$ cat config.mk
export PLATFORM = sky130hd
export DESIGN_NAME = muldiv_unit
export DESIGN_NICKNAME = d
export VERILOG_FILES = /design/src/rtl/muldiv_pkg.sv /design/src/rtl/muldiv_unit_div_step.sv /design/src/rtl/muldiv_unit.sv
export SDC_FILE = /design/constraint.sdc
export NUM_CORES = 1
export LEC_CHECK = 0
export CAP_MARGIN = 0
export CORE_ASPECT_RATIO = 1.25
export CORE_UTILIZATION = 60
export CTS_BUF_LIST = sky130_fd_sc_hd__clkbuf_16
export DETAILED_ROUTE_END_ITERATION = 12
export PLACE_DENSITY_LB_ADDON = 0.05
export SKIP_LAST_GASP = 1
export SYNTH_ARGS = -nofsm -noshare
export SYNTH_HDL_FRONTEND = slang
export SYNTH_SLANG_ARGS = --single-unit
$ cat constraint.sdc
create_clock -name clk -period 7.63 [get_ports clk]
set_clock_uncertainty 0.1 [all_clocks]
set_input_delay 1.1445 -clock clk [delete_from_list [all_inputs] [get_ports clk]]
set_output_delay 1.1445 -clock clk [all_outputs]
set_load 0.02 [all_outputs]
$ cat src/rtl/muldiv_pkg.sv
// Shared definitions for the iterative multiply/divide unit: op codes, FSM states, counter sizing.
package muldiv_pkg;

    localparam logic [2:0] OP_MULT  = 3'd0;
    localparam logic [2:0] OP_MULTU = 3'd1;
    localparam logic [2:0] OP_DIV   = 3'd2;
    localparam logic [2:0] OP_DIVU  = 3'd3;
    localparam logic [2:0] OP_MTHI  = 3'd4;
    localparam logic [2:0] OP_MTLO  = 3'd5;

    typedef enum logic [1:0] {
        ST_IDLE,
        ST_MUL,
        ST_DIV,
        ST_FIXUP
    } state_t;

    // Iteration counter must hold 0..width.
    function automatic int unsigned iterCntWidth(input int unsigned width);
        return $clog2(width + 1);
    endfunction

endpackage

$ cat src/rtl/muldiv_unit_div_step.sv
// One restoring-division step: shift-in partial remainder vs divisor -> next remainder and quotient bit.
module div_step #(
    parameter int unsigned WIDTH = 32
) (
    input  logic [WIDTH:0]   partial,
    input  logic [WIDTH-1:0] divisor,
    output logic [WIDTH-1:0] remNext_c,
    output logic             qBit_c
);

    logic [WIDTH-1:0] diff;

    // Subtract when the divisor fits; otherwise restore (keep the shifted remainder).
    always_comb begin
        qBit_c    = (partial >= {1'b0, divisor});
        diff      = partial[WIDTH-1:0] - divisor;
        remNext_c = qBit_c ? diff : partial[WIDTH-1:0];
    end

endmodule

$ cat src/rtl/muldiv_unit.sv
// Iterative MULT/MULTU/DIV/DIVU unit with architectural HI/LO, one result bit per cycle, flushable.
module muldiv_unit
    import muldiv_pkg::*;
#(
    parameter int unsigned WIDTH = 32
) (
    input  logic             clk,
    input  logic             reset,
    input  logic             start,
    input  logic [2:0]       op,
    input  logic [WIDTH-1:0] src_a,
    input  logic [WIDTH-1:0] src_b,
    input  logic             flush,
    output logic             busy,
    output logic             done,
    output logic             div_by_zero,
    output logic [WIDTH-1:0] hi,
    output logic [WIDTH-1:0] lo
);

    localparam int unsigned CW = iterCntWidth(WIDTH);

    state_t             state;
    logic [CW-1:0]      iterCnt;
    logic [2*WIDTH-1:0] acc;          // MUL: {partial product, multiplier}; DIV: {remainder, dividend/quotient}
    logic [WIDTH-1:0]   opB;          // multiplicand or divisor magnitude
    logic               negResult;
    logic               negRem;
    logic               isDivOp;
    logic               divZero;

    logic               isSignedOp;
    logic               aNeg;
    logic               bNeg;
    logic [WIDTH-1:0]   absA;
    logic [WIDTH-1:0]   absB;
    logic [WIDTH:0]     mulSum;
    logic [2*WIDTH-1:0] mulNext;
    logic [2*WIDTH-1:0] divNext;
    logic [WIDTH-1:0]   remNext;
    logic               qBit;
    logic [2*WIDTH-1:0] prod;
    logic [WIDTH-1:0]   quo;
    logic [WIDTH-1:0]   rem;
    logic [WIDTH-1:0]   fixHi;
    logic [WIDTH-1:0]   fixLo;

    div_step #(.WIDTH(WIDTH)) uDivStep (
        .partial   ({acc[2*WIDTH-1:WIDTH], acc[WIDTH-1]}),
        .divisor   (opB),
        .remNext_c (remNext),
        .qBit_c    (qBit)
    );

    // Operand magnitudes at issue and the shift-add multiply step.
    always_comb begin
        isSignedOp = (op == OP_MULT) || (op == OP_DIV);
        aNeg       = isSignedOp & src_a[WIDTH-1];
        bNeg       = isSignedOp & src_b[WIDTH-1];
        absA       = aNeg ? -src_a : src_a;
        absB       = bNeg ? -src_b : src_b;
        mulSum     = {1'b0, acc[2*WIDTH-1:WIDTH]} + {1'b0, (acc[0] ? opB : WIDTH'(0))};
        mulNext    = {mulSum, acc[WIDTH-1:1]};
        divNext    = {remNext, acc[WIDTH-2:0], qBit};
    end

    // Sign fixup of the finished magnitude result; divide-by-zero forces LO to all ones.
    always_comb begin
        prod  = negResult ? -acc : acc;
        quo   = acc[WIDTH-1:0];
        rem   = acc[2*WIDTH-1:WIDTH];
        fixHi = prod[2*WIDTH-1:WIDTH];
        fixLo = prod[WIDTH-1:0];
        if (isDivOp) begin
            fixHi = negRem ? -rem : rem;
            fixLo = divZero ? {WIDTH{1'b1}} : (negResult ? -quo : quo);
        end
    end

    // FSM, datapath registers and registered outputs.
    always_ff @(posedge clk or posedge reset) begin
        if (reset) begin
            state       <= ST_IDLE;
            iterCnt     <= '0;
            acc         <= '0;
            opB         <= '0;
            negResult   <= 1'b0;
            negRem      <= 1'b0;
            isDivOp     <= 1'b0;
            divZero     <= 1'b0;
            busy        <= 1'b0;
            done        <= 1'b0;
            div_by_zero <= 1'b0;
            hi          <= '0;
            lo          <= '0;
        end else begin
            done        <= 1'b0;
            div_by_zero <= 1'b0;
            if (flush) begin
                state   <= ST_IDLE;
                iterCnt <= '0;
                busy    <= 1'b0;
            end else begin
                case (state)
                    ST_IDLE: begin
                        if (start) begin
                            case (op)
                                OP_MULT, OP_MULTU: begin
                                    acc       <= {WIDTH'(0), absB};
                                    opB       <= absA;
                                    negResult <= aNeg ^ bNeg;
                                    isDivOp   <= 1'b0;
                                    iterCnt   <= '0;
                                    busy      <= 1'b1;
                                    state     <= ST_MUL;
                                end
                                OP_DIV, OP_DIVU: begin
                                    acc       <= {WIDTH'(0), absA};
                                    opB       <= absB;
                                    negResult <= aNeg ^ bNeg;
                                    negRem    <= aNeg;
                                    divZero   <= (src_b == '0);
                                    isDivOp   <= 1'b1;
                                    iterCnt   <= '0;
                                    busy      <= 1'b1;
                                    state     <= ST_DIV;
                                end
                                OP_MTHI: hi <= src_a;
                                OP_MTLO: lo <= src_a;
                                default: ;
                            endcase
                        end
                    end
                    ST_MUL, ST_DIV: begin
                        acc <= (state == ST_MUL) ? mulNext : divNext;
                        if (iterCnt == CW'(WIDTH - 1)) begin
                            iterCnt <= '0;
                            state   <= ST_FIXUP;
                        end else begin
                            iterCnt <= iterCnt + CW'(1);
                        end
                    end
                    ST_FIXUP: begin
                        hi          <= fixHi;
                        lo          <= fixLo;
                        done        <= 1'b1;
                        div_by_zero <= isDivOp & divZero;
                        busy        <= 1'b0;
                        state       <= ST_IDLE;
                    end
                    default: state <= ST_IDLE;
                endcase
            end
        end
    end

endmodule

==> metrics, run 1 <==
Tot GR Track Use=0.437; Fmax achieved=between 200 and 250 MHz; Leak=between 7 and 8 nW; maximum level of the CTS H-tree=4; count of pins on the block boundary=around 140; final setup violating endpoints=0; class of the most critical setup path=input pin to flop; count of maximum capacitance violations=0; largest voltage drop on the vdd net=~0.00028 V; CP Launch Type=input pin; fill count=about 2100; final sum of negative setup slack=0 ps; initial antenna violation count=1; proportion of total power due to net switching=0.484; count of state elements after synthesis=about 180; Worst-Skew Late Latency=roughly 450 ps; nets in the synthesized netlist=between 2000 and 2500; ys async rst share=1.00; core area=approximately 25000 um^2; Yosys cell types=73; number of nets in the finished design=between 2000 and 2500; total wirelength of the detailed-routed design=~55000 um; Placement Rows=between 60 and 70; post-synthesis sequential area ratio=0.292; power per standard cell area=around 370 nW/um^2; DRC violations left=0; number of nets with antenna violations after routing=0; drt first-iter violations=1585; CP max FO=5; clock tree from TritonCTS=done; starting density of the core=0.611; count of vias placed by the detailed router=approximately 16000; slew at the pin closest to its max-slew limit=between 1000 and 1500 ps; count of buffers inserted at the top-level ports=approximately 140; number of global-route vias before repair=14500; endpoint arrival time on the critical path=4430 ps; Die Y=around 180 um; proportion of layout cells with a drive suffix above 1=0.0462; endpoints failing hold=0; unrepaired setup endpoints after global routing=no; post-synthesis to final-layout area growth=13.9%; commonest register cell after synthesis=dfrtp_1; hold-critical path depth=2; master cell of the clock root buffer=clkbuf_16; post-route design area=between 15000 and 20000 um^2; count of synthesis-stage warnings from yosys=0; path class of the lowest-slack min-delay path=flop to flop; HPWL after detailed placement=between 40000 and 50000 um; number of buffers inserted by post-CTS setup repair=0; Clk network pwr share=0.141; core occupancy in the finished layout=0.696; number of standard cells after synthesis=1920; die area=25600 um^2; cts bufs inserted=17; cell-internal power=3.22 mW; netlist area before placement=15000 um^2; number of gates resized after cts=0; number of clock sinks=roughly 180; placer congestion estimate=between 1 and 1.5; total instance count after detailed placement=between 2000 and 2500; remaining global-route overflow=0; number of buffers between clock root and the deepest sink=2; endpoint class of the critical path=flop; final period utilization=0.557; max-slew violation count=0; sequential fraction of design power=0.277; syn avg cell area=roughly 7.8 um^2; outcome=completed; Max-Slew Margin vs Limit=0.158; post-detailed-placement cell area=between 15000 and 20000 um^2; count of flip-flops with a built-in enable after synthesis=0; wire length of the first global-routing pass=between 80000 and 90000 um; pin count of the biggest net entering global routing=between 80 and 90; non-filler instance count after layout=approximately 2300; Die X-Extent=approximately 140 um; r2r worst-path depth=10; Sw Pwr=around 3 mW; final critical delay including setup and external delays=4250 ps; power share of the combinational group=0.581; CTS clk-pin slew, worst paths=~70 ps; number of buffers inserted for hold repair after clock tree synthesis=0; routed wirelength normalized by instance count=between 20 and 25 um; Data required, critical path=7810 ps; via density per instance=around 6.7; drt pass-1 iters=6
==> per-stage QoR <==
step | total power [mW] | setup WS, ps | hold slack [ps]
6_report | 6.24 | 3380 | 381
5_1_grt | 6.58 | 3300 | 408
4_1_cts | 6.13 | 3470 | 383
3_5_place_dp | 5.25 | 3050 | 367
3_3_place_gp | 5.18 | 3150 | 360
2_1_floorplan | 4.04 | 1640 | 344
==> cells in the final DEF (no fill, tap or decap), drive strengths merged, types with 39 or more instances in the layout <==
cell type and count:
dfrtp 175, nor3 39, a21oi 143, nor2 155, nand2 247, inv 70, clkdlybuf4s50 137, o21ai 224
xnor2 104, xor2 66, ha 72
==> area by class of cell <==
type,instances,area [um^2],share of cell area
inverters,66,253,0.0148
clock buffers,17,425,0.0250
diodes,1,2.50,0.000147
well taps,330,413,0.0242
multi-input cells,1562,9910,0.581
repair buffers,157,1520,0.0892
clock inverters,14,145,0.00851
flip-flops and latches,175,4380,0.257
==> logic make-up (layout without fill, tap and decap cells) <==
family                     Yosys count  in the layout  synth area share
AOI/OAI and AO/OA                  637            637             0.262
xor gates and xnor gates           170            170            0.0994
adders and majority gates           74             74            0.0628
buffers and inverters              183            254            0.0465
DFF                                175            175             0.292
muxes                               60             60            0.0420
other                                0              1                 0
and+or+nand+nor                    621            621             0.194
==> state kept, by name (all words and copies together), names as in the netlist, 2 cells and up <==
register / flops
lo: 32
iterCnt: 6
hi: 32
acc: 64
state: 2
opB: 32
==> critical path, stage by stage <==
cell and delay [ps]:
clkdlybuf4s50_1 460, or3_1 430, or4_1 520, nor3_1 530
nand2_1 300, o41ai_1 460, xor2_1 230, a21oi_1 90
a21oi_1 160, o21ai_0 110
==> cell usage after synthesis (all sizes together), types with 5 or more instances <==
cell / n / area (um^2)
a22oi: 11 / 82.6
xnor2: 104 / 911
nor4: 15 / 93.8
o21a: 12 / 90.1
nand2b: 17 / 106
and3: 17 / 106
nand3: 21 / 105
o31ai: 27 / 203
buf: 10 / 46.3
nor2b: 19 / 119
nand3b: 5 / 37.5
mux2: 23 / 259
nor2: 155 / 582
a21oi: 143 / 716
a21o: 26 / 195
nand4: 9 / 56.3
o22ai: 30 / 188
inv: 65 / 244
o41ai: 18 / 158
a31oi: 29 / 181
or2: 7 / 43.8
xor2: 66 / 578
a22o: 12 / 105
mux2i: 37 / 370
o221ai: 30 / 263
nand2: 247 / 927
a211oi: 31 / 233
and2: 11 / 68.8
nor3: 39 / 200
o21ai: 224 / 1140
clkbuf: 107 / 402
dfrtp: 175 / 4380
nor3b: 21 / 169
ha: 72 / 901
or3: 14 / 87.6
o211ai: 9 / 67.6
or4: 14 / 116
==> worst paths after layout <==
kind                           end  slack, ps     start
hold reg to reg             lo[11]        380    lo[11]
setup reg to reg           acc[45]       3580   acc[52]
setup / recovery           acc[29]       3380  src_b[3]
max in group asynchronous  acc[13]       5100     reset
min in group asynchronous    lo[0]       1030     reset
hold / removal              lo[11]        380    lo[11]
==> power by group through the flow <==
stage	clock network, mW	registers, mW	logic [mW]
after global routing	0.910	1.75	3.91
after global placement	0	1.71	3.48
after detailed placement	0	1.72	3.52
final	0.882	1.73	3.63
after CTS	0.884	1.70	3.55
after floorplan	0	1.71	2.34
==> layer usage <==
layer / up-vias / track usage / part of all wire
met1: 7313 / 0.524 / 0.37
li1: 7067 / - / -
met3: 241 / 0.0910 / 0.088
met2: 890 / 0.687 / 0.45
met5: - / 0 / 0
met4: 0 / 0.336 / 0.086
No activity file was read; power rests on OpenSTA's default activity.
==> inputs of run 2 (changes only) <==
--- a/config.mk
+++ b/config.mk
@@ -7,7 +7,7 @@
 export LEC_CHECK = 0
 export CAP_MARGIN = 0
 export CORE_ASPECT_RATIO = 1.25
-export CORE_UTILIZATION = 60
+export CORE_UTILIZATION = 54
 export CTS_BUF_LIST = sky130_fd_sc_hd__clkbuf_16
 export DETAILED_ROUTE_END_ITERATION = 12
 export PLACE_DENSITY_LB_ADDON = 0.05
==> constraint.sdc (replaced) <==
create_clock -name clk -period 3.75 [get_ports clk]
set_clock_uncertainty 0.1 [all_clocks]
set_input_delay 0.5625 -clock clk [delete_from_list [all_inputs] [get_ports clk]]
set_output_delay 0.5625 -clock clk [all_outputs]
set_load 0.02 [all_outputs]
==> run 2 against run 1 <==
Worst setup slack got worse by 3200 ps. Register-to-register slack got worse by 3400 ps. Combinational power increased by 120%. Die area increased by 11%. Sequential power increased by 92%. Global-route usage decreased by 2.7 points. Sequential share of layout area decreased by 1.2 points. Worst hold slack got worse by 5.2 ps. Wire length increased by 4.5%. Via count increased by 2.9%. Cell count increased by 4.9%. Largest cell class unchanged.
==> metrics, run 2 (synthesis gave the netlist of run 1 again) <==
FF/Latch Area=4380 um^2 (unchanged); buffers plus inverters on the worst setup path=0 (-1); highest-delay cell along the critical path=or4_1; core area=27000 um^2 (+10%); Data required, critical path=4000 ps (-3810 ps); initial antenna violation count=2 (+1); number of buffers between clock root and the deepest sink=2 (unchanged); fill count=2413 (+15%); Tot GR Track Use=0.411 (-0.0267); Placement Rows=67 (+4.7%); endpoint arrival time on the critical path=3790 ps (-640 ps); via density per instance=6.55 (-1.9%); slew at the pin closest to its max-slew limit=967 ps (-296 ps); class of the most critical setup path=flop to flop; clock tree from TritonCTS=done; endpoints failing hold=0 (unchanged); slowest stage delay, CP=740 ps (+210 ps); most common cell after layout, fill and taps aside=nand2_1; drt first-iter violations=1658 (+4.6%); number of flip-flops in the largest register=64 (unchanged); max-slew violation count=0 (unchanged); Final Power=13.1 mW (+110%); Leak=7.66 nW (+7.2%); number of buffers inserted by post-CTS setup repair=0 (unchanged); starting density of the core=0.555 (-0.0564); Fmax achieved=282 MHz; wire length of the first global-routing pass=87200 um (+5.3%); routed wirelength normalized by instance count=23.7 um (-0.38%); Die X-Extent=151 um (+5.3%); cts bufs inserted=17 (unchanged); die area=28400 um^2 (+11%); path class of the lowest-slack min-delay path=input pin to async pin; number of gates resized after cts=0 (unchanged); HPWL after detailed placement=44400 um (+7.5%); number of clock sinks=175 (unchanged); CTS clk-pin slew, worst paths=70 ps (about the same); post-synthesis to final-layout area growth=19.4%; CP most frequent cell=or4_1; total instance count after detailed placement=2404 (+5.0%); endpoint class of the critical path=flop; total wirelength of the detailed-routed design=57700 um (+4.5%); largest voltage drop on the vdd net=0.000482 V (+70%); number of global-route vias before repair=15000 (+3.7%); master cell of the clock root buffer=clkbuf_16; ordered cell list for the critical path=or4_1 > or4_1 > or4_1 > o21ai_4 > and3b_1 > nor2_1 > xnor2_1 > a211oi_1 > a21o_1; register containing the most flip-flops in the final layout=acc; drt pass-1 iters=7 (+1); non-filler instance count after layout=2436 (+4.9%); CP max FO=8 (+3); proportion of layout cells with a drive suffix above 1=0.0909 (+0.0447); number of buffers inserted for hold repair after clock tree synthesis=0 (unchanged); outcome=completed; final setup violating endpoints=0 (unchanged); count of buffers inserted at the top-level ports=137 (unchanged); maximum level of the CTS H-tree=4 (unchanged); Max-Slew Margin vs Limit=0.354 (+0.196); CP Launch Type=flop; number of nets with antenna violations after routing=0 (unchanged); top cell family by delay on the critical path=simple AND/OR/NAND/NOR gates; final critical delay including setup and external delays=3550 ps; pin count of the biggest net entering global routing=77 (-8.3%); count of maximum capacitance violations=0 (unchanged); final sum of negative setup slack=0 ps (unchanged); area used by multi-input combinational logic=9910 um^2 (unchanged); placer congestion estimate=1.02 (-2.5%); power per standard cell area=734 nW/um^2 (+100%); Die Y=188 um (+5.3%); DRC violations left=0 (unchanged); count of vias placed by the detailed router=16000 (+2.9%); number of nets in the finished design=2223 (+4.7%); count of pins on the block boundary=138 (unchanged); commonest cells after routing, fill and taps aside=nand2_1 (245), o21ai_0 (215), dfrtp_1 (175); remaining global-route overflow=0 (unchanged); unrepaired setup endpoints after global routing=no; final period utilization=0.945; Worst-Skew Late Latency=450 ps (about the same)
-- run 2: power by group --
part / leakage [nW] / internal (mW) / switching [mW] / total (mW)
Clock: 0.274 / 0.978 / 0.839 / 1.82
Combinational: 5.14 / 3.30 / 4.68 / 7.99
Sequential: 2.25 / 2.59 / 0.731 / 3.32
Total: 7.66 / 6.87 / 6.25 / 13.1
-- run 2: worst paths after layout --
check,start,endpoint,slack (ps),cells past startpoint
setup / recovery,acc[22],hi[9],200,9
hold / removal,reset,lo[6],380,2
setup reg to reg,acc[22],hi[9],200,9
hold reg to reg,lo[24],lo[24],380,1
max in group asynchronous,reset,acc[49],2450,3
min in group clk,lo[24],lo[24],380,1
-- run 2: stage by stage --
stage               utilization  setup WS, ps  instance area, um^2  hold slack (ps)
finish                    0.662           205                17900              375
global route              0.662          4.33                17900              396
CTS                       0.662           247                17900              381
detailed placement        0.641           210                17300              366
global placement          0.641           274                17300              358
floorplan                     -           587                15000              344
-- run 2: final cells by class --
class	count	share of cell area
Multi-Input combinational cell	1562	0.554
Sequential cell	175	0.245
Timing Repair Buffer	256	0.131
Tap cell	345	0.0241
Clock buffer	17	0.0238
Inverter	66	0.0141
Clock inverter	14	0.00784
Antenna cell	1	0.000140
-- run 2: metal layers --
layer | global-route usage | up-vias | routed length, um
met1 | 0.503 | 7523 | 21900
met3 | 0.0762 | 226 | 4860
met2 | 0.652 | 934 | 26200
met5 | 0 | - | 0
li1 | - | 7275 | -
met4 | 0.271 | 0 | 4750
==> inputs of run 3 (changes only) <==
--- a/config.mk
+++ b/config.mk
@@ -10,7 +10,7 @@
 export CORE_UTILIZATION = 54
 export CTS_BUF_LIST = sky130_fd_sc_hd__clkbuf_16
 export DETAILED_ROUTE_END_ITERATION = 12
-export PLACE_DENSITY_LB_ADDON = 0.05
+export PLACE_DENSITY = 0.8
 export SKIP_LAST_GASP = 1
 export SYNTH_ARGS = -nofsm -noshare
 export SYNTH_HDL_FRONTEND = slang
==> run 3 against run 2 <==
Sequential share of layout area fell by 0.12 points. Critical path depth is the same. Worst setup slack got worse by 36 ps. Clock-buffer cell count stayed put. Die area unchanged. Cell count increased by 0.49%. Global-route usage rose by 3.5 points. Fmax down 1.0%.
==> metrics, run 3 (synthesis gave the netlist of run 1 again) <==
Tot GR Track Use=0.446 (+0.0350); endpoint arrival time on the critical path=3870 ps (+80 ps); unrepaired setup endpoints after global routing=no; proportion of total power due to net switching=0.491 (+0.0149); pin count of the biggest net entering global routing=92 (+19%); number of buffers inserted for hold repair after clock tree synthesis=0 (unchanged); top cell family by delay on the critical path=simple AND/OR/NAND/NOR gates; Sw Pwr=6.64 mW (+6.2%); starting density of the core=0.555 (unchanged); power share of the combinational group=0.618 (+0.009); Placement Rows=67 (unchanged); drt first-iter violations=1533 (-7.5%); total wirelength of the detailed-routed design=62100 um (+7.5%); CP max FO=7 (-1); cts bufs inserted=17 (unchanged); die area=28400 um^2 (unchanged); count of pins on the block boundary=138 (unchanged); area used by multi-input combinational logic=9910 um^2 (about the same); CTS clk-pin slew, worst paths=80 ps (about the same); remaining global-route overflow=0 (unchanged); post-detailed-placement cell area=17400 um^2 (+0.40%); proportion of layout cells with a drive suffix above 1=0.0984 (+0.00752); final critical delay including setup and external delays=3580 ps (+36.1 ps); endpoint class of the critical path=flop; sequential fraction of design power=0.245 (-0.008); post-route design area=18000 um^2 (+0.50%); buffers plus inverters on the worst setup path=1 (+1); highest-delay cell along the critical path=or4_4; power per standard cell area=752 nW/um^2 (+2.5%); most common cell after layout, fill and taps aside=nand2_1; Die X-Extent=151 um (unchanged); clock tree from TritonCTS=done; Worst-Skew Late Latency=450 ps (about the same); fill count=2333 (-3.3%); Die Y=188 um (unchanged); final setup violating endpoints=0 (unchanged); number of buffers between clock root and the deepest sink=2 (unchanged); master cell of the clock root buffer=clkbuf_16; via density per instance=6.75 (+3.0%); slowest stage delay, CP=570 ps (-170 ps); Max-Slew Margin vs Limit=0.383 (+0.0295); Leak=7.73 nW (+0.86%); Fmax achieved=279 MHz (-1.0%); Data required, critical path=4040 ps (+40 ps); number of flip-flops in the largest register=64 (unchanged); max-slew violation count=0 (unchanged); ordered cell list for the critical path=or4_4 > or4_4 > or4_4 > o21ai_2 > nor3b_4 > buf_4 > o21ai_0 > a311oi_1 > a21o_1; slew at the pin closest to its max-slew limit=925 ps (-41.6 ps); register containing the most flip-flops in the final layout=acc; core occupancy in the finished layout=0.666 (+0.00329); Clk network pwr share=0.137 (about the same); maximum level of the CTS H-tree=4 (unchanged); outcome=completed; wire length of the first global-routing pass=93800 um (+7.5%); drt pass-1 iters=7 (unchanged); non-filler instance count after layout=2448 (+0.49%); DRC violations left=0 (unchanged); routed wirelength normalized by instance count=25.4 um (+7.0%); largest voltage drop on the vdd net=0.000409 V (-15%); FF/Latch Area=4380 um^2 (unchanged); number of global-route vias before repair=15800 (+5.2%); cell-internal power=6.88 mW (about the same); final sum of negative setup slack=0 ps (unchanged); number of clock sinks=175 (unchanged); HPWL after detailed placement=47500 um (+6.9%); total instance count after detailed placement=2415 (+0.46%); number of nets with antenna violations after routing=0 (unchanged); endpoints failing hold=0 (unchanged); count of buffers inserted at the top-level ports=137 (unchanged); placer congestion estimate=1.04 (+2.7%); post-synthesis to final-layout area growth=20.0%; number of antenna cells inserted=0 (-1); CP Launch Type=flop; final period utilization=0.955 (+0.00962); count of maximum capacitance violations=0 (unchanged); number of nets in the finished design=2235 (+0.54%); count of vias placed by the detailed router=16500 (+3.5%); initial antenna violation count=0 (-2); class of the most critical setup path=flop to flop; path class of the lowest-slack min-delay path=flop to flop; commonest cells after routing, fill and taps aside=nand2_1 (245), o21ai_0 (215), dfrtp_1 (175); CP most frequent cell=or4_4; core area=27000 um^2 (unchanged)
[run 3: metrics by stage]
| stage | setup slack [ps] | power [mW] | hold WS, ps |
|---|---|---|---|
| finish | 169 | 13.5 | 382 |
| detailed placement | 200 | 11.4 | 370 |
| floorplan | 587 | 8.22 | 344 |
| global placement | 235 | 11.2 | 358 |
| CTS | 204 | 13.2 | 387 |
| global route | 32.4 | 14.2 | 402 |
[run 3: worst min-delay path, delay by kind of cell (launching register included)]
family | cells | cell delay, ps
AOI/OAI and AO/OA | 1 | 60
DFF | 1 | 350
and+or+nand+nor | 1 | 40
[run 3: repair_timing]
item                       CTS  global route
setup endpoints to repair    0             2
setup buffers                0             1
resized for setup            0             1
[run 3: final timing paths]
path | from | end | slack, ps | cells past startpoint
max | acc[11] | hi[22] | 170 | 9
min reg2reg | lo[8] | lo[8] | 380 | 2
max in group asynchronous | reset | opB[31] | 2120 | 4
min | lo[8] | lo[8] | 380 | 2
min in group asynchronous | reset | lo[9] | 450 | 2
max reg2reg | acc[11] | hi[22] | 170 | 9
[run 3: routing by layer]
layer	routed length, um	global-route usage	vias up	share of wire
li1	-	-	7264	-
met2	28500	0.702	1067	0.46
met3	5660	0.105	337	0.091
met5	0	0	-	0
met4	6200	0.376	0	0.10
met1	21700	0.504	7850	0.35
[run 3: power by group through the flow]
stage	logic, mW	clock network (mW)	registers [mW]
floorplan	4.75	0	3.47
CTS	8.11	1.84	3.28
finish	8.35	1.85	3.31
global route	8.93	1.91	3.37
detailed placement	8.06	0	3.31
global placement	7.97	0	3.28
[run 3: layout make-up]
class | count | area share
multi-input cells | 1562 | 0.552
inverters | 66 | 0.0140
clock buffers | 17 | 0.0237
flip-flops and latches | 175 | 0.244
clock inverters | 15 | 0.00836
repair buffers | 268 | 0.135
well taps | 345 | 0.0240
